## src/rtl/writeback_regfile_if.sv

```systemverilog
// Writeback-stage bundle: the WB pipeline register fields, the decode read ports
// and the debug/hazard outputs of the register file.
interface writeback_regfile_if #(
    parameter int XLEN   = 32,
    parameter int ADDR_W = 5,
    parameter int CNT_W  = 32
);
    logic [XLEN-1:0]   ALUResultW;
    logic [XLEN-1:0]   ReadDataW;
    logic [XLEN-1:0]   PCPlus4W;
    logic [ADDR_W-1:0] RdW;
    logic [2:0]        controlW;
    logic [ADDR_W-1:0] A1;
    logic [ADDR_W-1:0] A2;
    logic [XLEN-1:0]   RD1;
    logic [XLEN-1:0]   RD2;
    logic [XLEN-1:0]   ResultW;
    logic              RegWriteWo;
    logic [CNT_W-1:0]  wb_count;
    logic              illegal_src;

    modport master (
        output ALUResultW, ReadDataW, PCPlus4W, RdW, controlW, A1, A2,
        input  RD1, RD2, ResultW, RegWriteWo, wb_count, illegal_src
    );

    modport slave (
        input  ALUResultW, ReadDataW, PCPlus4W, RdW, controlW, A1, A2,
        output RD1, RD2, ResultW, RegWriteWo, wb_count, illegal_src
    );
endinterface

```

## src/rtl/writeback_regfile.sv

```systemverilog
// Writeback stage: result select, 32x32 integer register file with x0 hardwired
// to zero, two combinational read ports with same-cycle write bypass, debug state.
module writeback_regfile #(
    parameter int XLEN   = 32,
    parameter int NREG   = 32,
    parameter int ADDR_W = 5,
    parameter int CNT_W  = 32
) (
    input logic              CLK,
    input logic              RST,
    writeback_regfile_if.slave wb
);
    logic [XLEN-1:0]  regs [0:NREG-1];
    logic [CNT_W-1:0] wb_count_q;
    logic             illegal_q;
    logic [XLEN-1:0]  result;
    logic             reg_write;
    logic [1:0]       result_src;
    logic             we;
    logic             src_illegal;

    assign reg_write   = wb.controlW[2];
    assign result_src  = wb.controlW[1:0];
    assign src_illegal = (result_src == 2'b11);
    assign we          = reg_write && (wb.RdW != '0) && !src_illegal;

    always_comb begin
        result = '0;
        case (result_src)
            2'b00:   result = wb.ALUResultW;
            2'b01:   result = wb.ReadDataW;
            2'b10:   result = wb.PCPlus4W;
            default: result = '0;
        endcase
    end

    // Reads bypass the array when the same register is being committed this cycle;
    // both the bypass and the array are masked while reset is held.
    assign wb.RD1 = (RST || wb.A1 == '0) ? '0 :
                    (we && wb.A1 == wb.RdW) ? result : regs[wb.A1];
    assign wb.RD2 = (RST || wb.A2 == '0) ? '0 :
                    (we && wb.A2 == wb.RdW) ? result : regs[wb.A2];

    assign wb.ResultW     = result;
    assign wb.RegWriteWo  = we;
    assign wb.wb_count    = wb_count_q;
    assign wb.illegal_src = illegal_q;

    always_ff @(posedge CLK or posedge RST) begin
        if (RST) begin
            for (int i = 0; i < NREG; i++) begin
                regs[i[ADDR_W-1:0]] <= '0;
            end
            wb_count_q <= '0;
            illegal_q  <= 1'b0;
        end else begin
            if (we) begin
                regs[wb.RdW] <= result;
                wb_count_q   <= wb_count_q + CNT_W'(1);
            end
            // Sticky until reset; the suppressed write itself is handled by we.
            if (reg_write && src_illegal) begin
                illegal_q <= 1'b1;
            end
        end
    end
endmodule

```

## src/flat_wrapper.sv

```systemverilog
// flat-port wrapper written by rule: the top's interface ports become plain ports
module writeback_regfile_flat 
#(
    parameter int XLEN   = 32,
    parameter int NREG   = 32,
    parameter int ADDR_W = 5,
    parameter int CNT_W  = 32
)
  (CLK, RST, wb_ALUResultW, wb_ReadDataW, wb_PCPlus4W, wb_RdW, wb_controlW, wb_A1, wb_A2, wb_RD1, wb_RD2, wb_ResultW, wb_RegWriteWo, wb_wb_count, wb_illegal_src);
  writeback_regfile_if #(.XLEN(XLEN), .ADDR_W(ADDR_W), .CNT_W(CNT_W)) wb_i ();
  input logic CLK;
  input logic RST;
  input wire logic [$bits(wb_i.ALUResultW)-1:0] wb_ALUResultW;
  input wire logic [$bits(wb_i.ReadDataW)-1:0] wb_ReadDataW;
  input wire logic [$bits(wb_i.PCPlus4W)-1:0] wb_PCPlus4W;
  input wire logic [$bits(wb_i.RdW)-1:0] wb_RdW;
  input wire logic [$bits(wb_i.controlW)-1:0] wb_controlW;
  input wire logic [$bits(wb_i.A1)-1:0] wb_A1;
  input wire logic [$bits(wb_i.A2)-1:0] wb_A2;
  output wire logic [$bits(wb_i.RD1)-1:0] wb_RD1;
  output wire logic [$bits(wb_i.RD2)-1:0] wb_RD2;
  output wire logic [$bits(wb_i.ResultW)-1:0] wb_ResultW;
  output wire logic [$bits(wb_i.RegWriteWo)-1:0] wb_RegWriteWo;
  output wire logic [$bits(wb_i.wb_count)-1:0] wb_wb_count;
  output wire logic [$bits(wb_i.illegal_src)-1:0] wb_illegal_src;
  assign wb_i.ALUResultW = wb_ALUResultW;
  assign wb_i.ReadDataW = wb_ReadDataW;
  assign wb_i.PCPlus4W = wb_PCPlus4W;
  assign wb_i.RdW = wb_RdW;
  assign wb_i.controlW = wb_controlW;
  assign wb_i.A1 = wb_A1;
  assign wb_i.A2 = wb_A2;
  assign wb_RD1 = wb_i.RD1;
  assign wb_RD2 = wb_i.RD2;
  assign wb_ResultW = wb_i.ResultW;
  assign wb_RegWriteWo = wb_i.RegWriteWo;
  assign wb_wb_count = wb_i.wb_count;
  assign wb_illegal_src = wb_i.illegal_src;
  writeback_regfile #(.XLEN(XLEN), .NREG(NREG), .ADDR_W(ADDR_W), .CNT_W(CNT_W)) u_core (.CLK(CLK), .RST(RST), .wb(wb_i));
endmodule
```

## config.mk

```make
export PLATFORM = sky130hd
export DESIGN_NAME = writeback_regfile_flat
export DESIGN_NICKNAME = d
export VERILOG_FILES = /design/src/rtl/writeback_regfile_if.sv /design/src/rtl/writeback_regfile.sv /design/src/flat_wrapper.sv
export SDC_FILE = /design/constraint.sdc
export NUM_CORES = 2
export LEC_CHECK = 0
export BUFFER_PORTS_ARGS = -buffer_cell sky130_fd_sc_hd__buf_2
export CAP_MARGIN = 15
export CORE_MARGIN = 3
export CORE_UTILIZATION = 55
export DETAILED_ROUTE_END_ITERATION = 12
export PLACE_DENSITY = 0.72
export SYNTH_ARGS = -nofsm -noshare
export SYNTH_HDL_FRONTEND = slang
export SYNTH_SLANG_ARGS = --single-unit
```

## constraint.sdc

```tcl
create_clock -name CLK -period 57.8 [get_ports CLK]
set_input_delay 11.56 -clock CLK [delete_from_list [all_inputs] [get_ports CLK]]
set_output_delay 11.56 -clock CLK [all_outputs]
set_load 0.02 [all_outputs]
```

-- After elaboration in Yosys (flattened, before gate mapping)
Index checks and enable logic that the tools add are counted.
Widths: inputs -> output; s select.
- $add $sub $neg: 1
- order comparisons: 4
- eq/ne operators: 5
- multiplexer cells: 14
- bitwise gates (word level): 3
- reductions and logical operators: 13
- operators with widths (kind ; number):
    $bwmux 1024 ; 1
    $bmux 32 s5 ; 2
    $mux 32 ; 9
    $demux 32 s5 ; 1
    $pmux 32 s3 ; 1
    $add 32x1->32 const B ; 1
    $ge 6x6->1 const B ; 3
    $not 5->6 ; 3
    $eq 5x5->1 ; 2
    $logic_not 5->1 ; 2
    $logic_and 1x1->1 ; 6
    $lt 6x1->1 const B ; 1
    $reduce_bool 5->1 ; 1
    $eq 2x2->1 const B ; 2
    $eq 2x1->1 const B ; 1
    $logic_not 2->1 ; 1
    $logic_or 1x1->1 ; 2
    $logic_not 1->1 ; 1
- register bits: 1057
- input port bits: 116
- output and inout bits: 130
- word-level logic and storage cells: 74

-- Logic depth before layout (Yosys ltp)
- word-level depth: 6
- mapped depth: 9
- gate-level depth less buffers: 6

-- Worst setup path after synthesis
OpenSTA, ideal clock, no wires.
- kind: in2out
- from: input port RST
- to: output port wb_RD2[0]
- data arrival time: 37.543 ns
- slack: 8.697 ns
- stages: 3
- path buffers: 0
- cells stage by stage: inv_1 -> nand3_1 -> o221ai_1
- longest elaborated chain between the ends: 2
- ends and longest elaborated chain (element ; RTL line ; RTL):
    from (decl) ; flat_wrapper.sv:12 ; input logic RST;
    $logic_or 1x1->1 ; writeback_regfile.sv:41 ; assign wb.RD2 = (RST || wb.A2 == '0) ? '0 :
    $mux 32 ; writeback_regfile.sv:41 ;
    to (decl) ; flat_wrapper.sv:21 ; output wire logic [$bits(wb_i.RD2)-1:0] wb_RD2;
No other way between the ends.

-- Worst setup path in the final report
- from: input port wb_A1[0]
- to: output port wb_RD1[30]
- longest elaborated chain between the ends: 6
- ends and longest elaborated chain (element ; RTL line ; RTL):
    from (decl) ; flat_wrapper.sv:18 ; input wire logic [$bits(wb_i.A1)-1:0] wb_A1;
    $not 5->6 (not written as such) ; writeback_regfile.sv:40 ; (we && wb.A1 == wb.RdW) ? result : regs[wb.A1];
    $bmux 32 s5 ; writeback_regfile.sv:40 ;
    $mux 32 (not written as such) (2 in a row) ; writeback_regfile.sv:40 ;
    $mux 32 ; writeback_regfile.sv:40 ;
    $mux 32 * ; writeback_regfile.sv:39 ; assign wb.RD1 = (RST || wb.A1 == '0) ? '0 :
    to (decl) ; flat_wrapper.sv:20 ; output wire logic [$bits(wb_i.RD1)-1:0] wb_RD1;
Mark *: on every way between the ends. The rest lies on a longest branch, timed or not. The select of a mux whose other input is x is not followed.

==> results.sh <==
export IMPL_yosys_top_cells_area="dfrtp_1 (48%), mux4_2 (16%), o21ai_0 (9.0%)"
export IMPL_grt_pass1_vias=43500
export IMPL_path_class="input port to output port"
export IMPL_r2r_cells=5
export IMPL_r2r_start="u_core.wb.wb_count[0]$_DFFE_PP0P_"
export IMPL_reg2reg_to="u_core.wb.wb_count[31]$_DFFE_PP0P_"
export IMPL_min_period_ps=27490
export IMPL_cts_sinks=1057
export IMPL_place_ws_ps=30460
export IMPL_clkLatencyLatePin_ps=710
export IMPL_gp_congestion=0.848
export IMPL_rows=115
export IMPL_postSynthAreaPerCell_sq_um=10.5
export IMPL_hold_class="flip-flop to flip-flop"
export IMPL_rsz0062_at_grt="no"
export IMPL_yosysSeqAreaShare=0.479
export IMPL_hold_buffers=0
export IMPL_r2r_slack_ps=55770
export IMPL_ant_nets=0
export IMPL_io_pins=246
export IMPL_cts_made_buffers=109
export IMPL_ir_drop_uv=25.8
export IMPL_finalSetupTns_ps=0
export IMPL_outcome="complete, no violations"
export IMPL_worstPathArrival_ps=15930
export IMPL_post_cts_buffers=0
export IMPL_yosys_warnings=0
export IMPL_finalCritPeriodShare=0.476
export IMPL_fmax_mhz=36.4
export IMPL_register_area_sq_um=26500
export IMPL_cp_required_ps=46240
export IMPL_p_per_area_nw_per_um2=33.1
export IMPL_synthesis_nets=5352
export IMPL_io_buffers=245
export IMPL_antenna_found_initial=9
export IMPL_drtIter0Drc=5260
export IMPL_critPathLaunch="wb_A1[0]"
export IMPL_start_util=0.557
export IMPL_setup_ws_ps=30310
export IMPL_firstDrtPassIters=6
export IMPL_synth_cell_types=53
export IMPL_die_x_um=323
export IMPL_wl_mm=185
export IMPL_grt_usage=0.356
export IMPL_worstMarginPinSlew_ps=1230
export IMPL_area_growth_pct=10.1
export IMPL_synthCells=5235
export IMPL_slew_violations=0
export IMPL_nets=5268
export IMPL_cts_root_buf="clkbuf_16"
export IMPL_vias=44600
export IMPL_grt_pass1_wl_mm=276
export IMPL_end_kind="output port"
export IMPL_synth_largest_area_cell="dfrtp_1"
export IMPL_maxCapViolations=0
export IMPL_die_area_sq_um=104000
export IMPL_synth_top_area_frac=0.479
export IMPL_routedWlPerCell_um=28.3
export IMPL_grt_max_degree=181
export IMPL_multiInputGateArea_sq_um=26500
export IMPL_drc=0
export IMPL_synth_seq_cells=1057
export IMPL_slew_headroom=0.179
export IMPL_start_kind="input port"
export IMPL_core_area_sq_um=99000
export IMPL_postSynth_asyncResetShare=1.00
export IMPL_netlist_area_sq_um=55200
export IMPL_htreeDepth=3
export IMPL_grt_overflow=0
export IMPL_cts_resized=0
export IMPL_synthFlopType="dfrtp_1"
export IMPL_final_layout_size_suffix_gt1_frac=0.201
export IMPL_synth_edff_count=0
export IMPL_vias_per_cell=6.83
export IMPL_cp_max_fo=82
export IMPL_clk_pin_slew_ps=60
export IMPL_hold_viol=0
export IMPL_hpwl_mm=107
export IMPL_crit_end="wb_RD1[30]"
export IMPL_cts_tree="done"
export IMPL_die_h_um=323
export IMPL_clock_path_buffers=3
export IMPL_cellLeakagePower_nw=26.8
export IMPL_setup_viol_count_final=0
export IMPL_fillers=7901
export IMPL_fin_skew_ps=31.6
worst min path at each step:
| stage | startpoint | slack (ps) | end | depth (start not counted) |
|---|---|---|---|---|
| CTS | u_core.regs[996]$_DFFE_PP0P_ | 400 | u_core.regs[996]$_DFFE_PP0P_ | 0 |
| detailed placement | u_core.regs[996]$_DFFE_PP0P_ | 380 | u_core.regs[996]$_DFFE_PP0P_ | 0 |
| finish | u_core.regs[1015]$_DFFE_PP0P_ | 390 | u_core.regs[1015]$_DFFE_PP0P_ | 0 |
| floorplan | u_core.regs[1000]$_DFFE_PP0P_ | 440 | u_core.regs[1000]$_DFFE_PP0P_ | 1 |
| global route | u_core.regs[993]$_DFFE_PP0P_ | 410 | u_core.regs[993]$_DFFE_PP0P_ | 0 |
| global placement | u_core.regs[996]$_DFFE_PP0P_ | 380 | u_core.regs[996]$_DFFE_PP0P_ | 0 |
metrics by stage:
stage	power [mW]	hold WS, ps	utilization	cell area (sq um)	std cells
3_5_place_dp	1.27	383	0.576	57000	6326
6_report	2.01	393	0.614	60800	6530
5_1_grt	2.09	410	0.614	60800	6525
4_1_cts	2.01	398	0.614	60700	6523
2_1_floorplan	1.17	441	-	55200	5235
3_3_place_gp	1.26	377	0.576	57000	6325
worst max-delay path, cell delays in order:
cell	delay (ps)
buf_8	670
buf_4	800
buf_4	480
mux4_2	550
a22oi_1	190
a31oi_1	210
a2111oi_0	770
a21oi_1	320
buf_2	240
flip-flops by register name (all words and copies together) (netlist names):
signal	cells
u_core.wb.wb_count	32
u_core.wb.illegal_src	1
u_core.regs	1024
area by class of cell:
class,count,share of cell area
antenna,6,0.000247
timing repair buffer,370,0.0373
sequential,1057,0.435
inverter,43,0.00280
clock buffer,156,0.0526
multi-input combinational,3570,0.437
clock inverter,41,0.00869
tap,1287,0.0265
cells in the final DEF, fill, tap and decap left out, types with 11 or more instances in the layout:
master and count:
dfrtp_1 1057, o21ai_0 989, nand2_1 977, mux4_2 384
mux2i_1 288, buf_2 238, nor2_1 135, a221oi_1 128
a22oi_1 126, buf_4 124, clkbuf_16 109, a21oi_1 98
nand3_1 83, and3_1 40, inv_1 37, xnor2_1 33
a31oi_1 33, a21oi_2 32, or3_1 31, o21a_1 31
a31o_2 31, o221ai_1 31, clkbuf_8 29, nand2_2 27
clkinv_2 21, clkbuf_1 18, bufinv_16 11
kinds of logic after synthesis:
kind of cell	count (synthesis)	share of synthesized area
compound gates	1516	0.160
xor+xnor	41	0.00651
fa+ha+maj	1	0.000227
buf+inv	608	0.0448
flops	1057	0.479
mux	672	0.209
simple gates	1340	0.100
per-layer routing:
layer | global-route usage | wire [um] | part of all wire | vias to the layer above
li1 | - | - | - | 18900
met1 | 0.474 | 69700 | 0.38 | 22300
met2 | 0.523 | 80700 | 0.44 | 2827
met3 | 0.129 | 24700 | 0.13 | 630
met4 | 0.170 | 9900 | 0.054 | 6
met5 | 0 | 44 | 0.00024 | -
power by group:
part           leakage [nW]  switching, mW  total [mW]  internal (mW)
registers              14.1         0.0814       0.925          0.844
clock network          1.84          0.307       0.739          0.432
logic                  10.8          0.193       0.346          0.153
total                  26.8          0.581        2.01           1.43
cell usage after synthesis, types with 2 or more instances:
cell	n
o21ai_0	989
inv_2	2
clkbuf_1	446
inv_1	41
a31oi_1	33
nand3_1	84
o221ai_1	31
and3_1	40
nand2_2	21
mux4_2	384
nor3b_1	3
dfrtp_1	1057
nor3_2	3
nor3_1	4
a22oi_1	126
mux2i_1	288
nand4_1	10
o211a_1	2
nor2_1	139
nand2b_1	3
and4_1	2
nand2_1	983
buf_6	2
and2_1	5
nor2b_1	5
buf_4	16
a21oi_1	130
a2111oi_0	3
or3_1	31
a31o_2	31
xnor2_1	33
buf_1	11
o21a_1	31
xor2_1	8
buf_2	90
a221oi_1	128
o21ai_1	4
No activity file was read; power rests on OpenSTA's default activity.
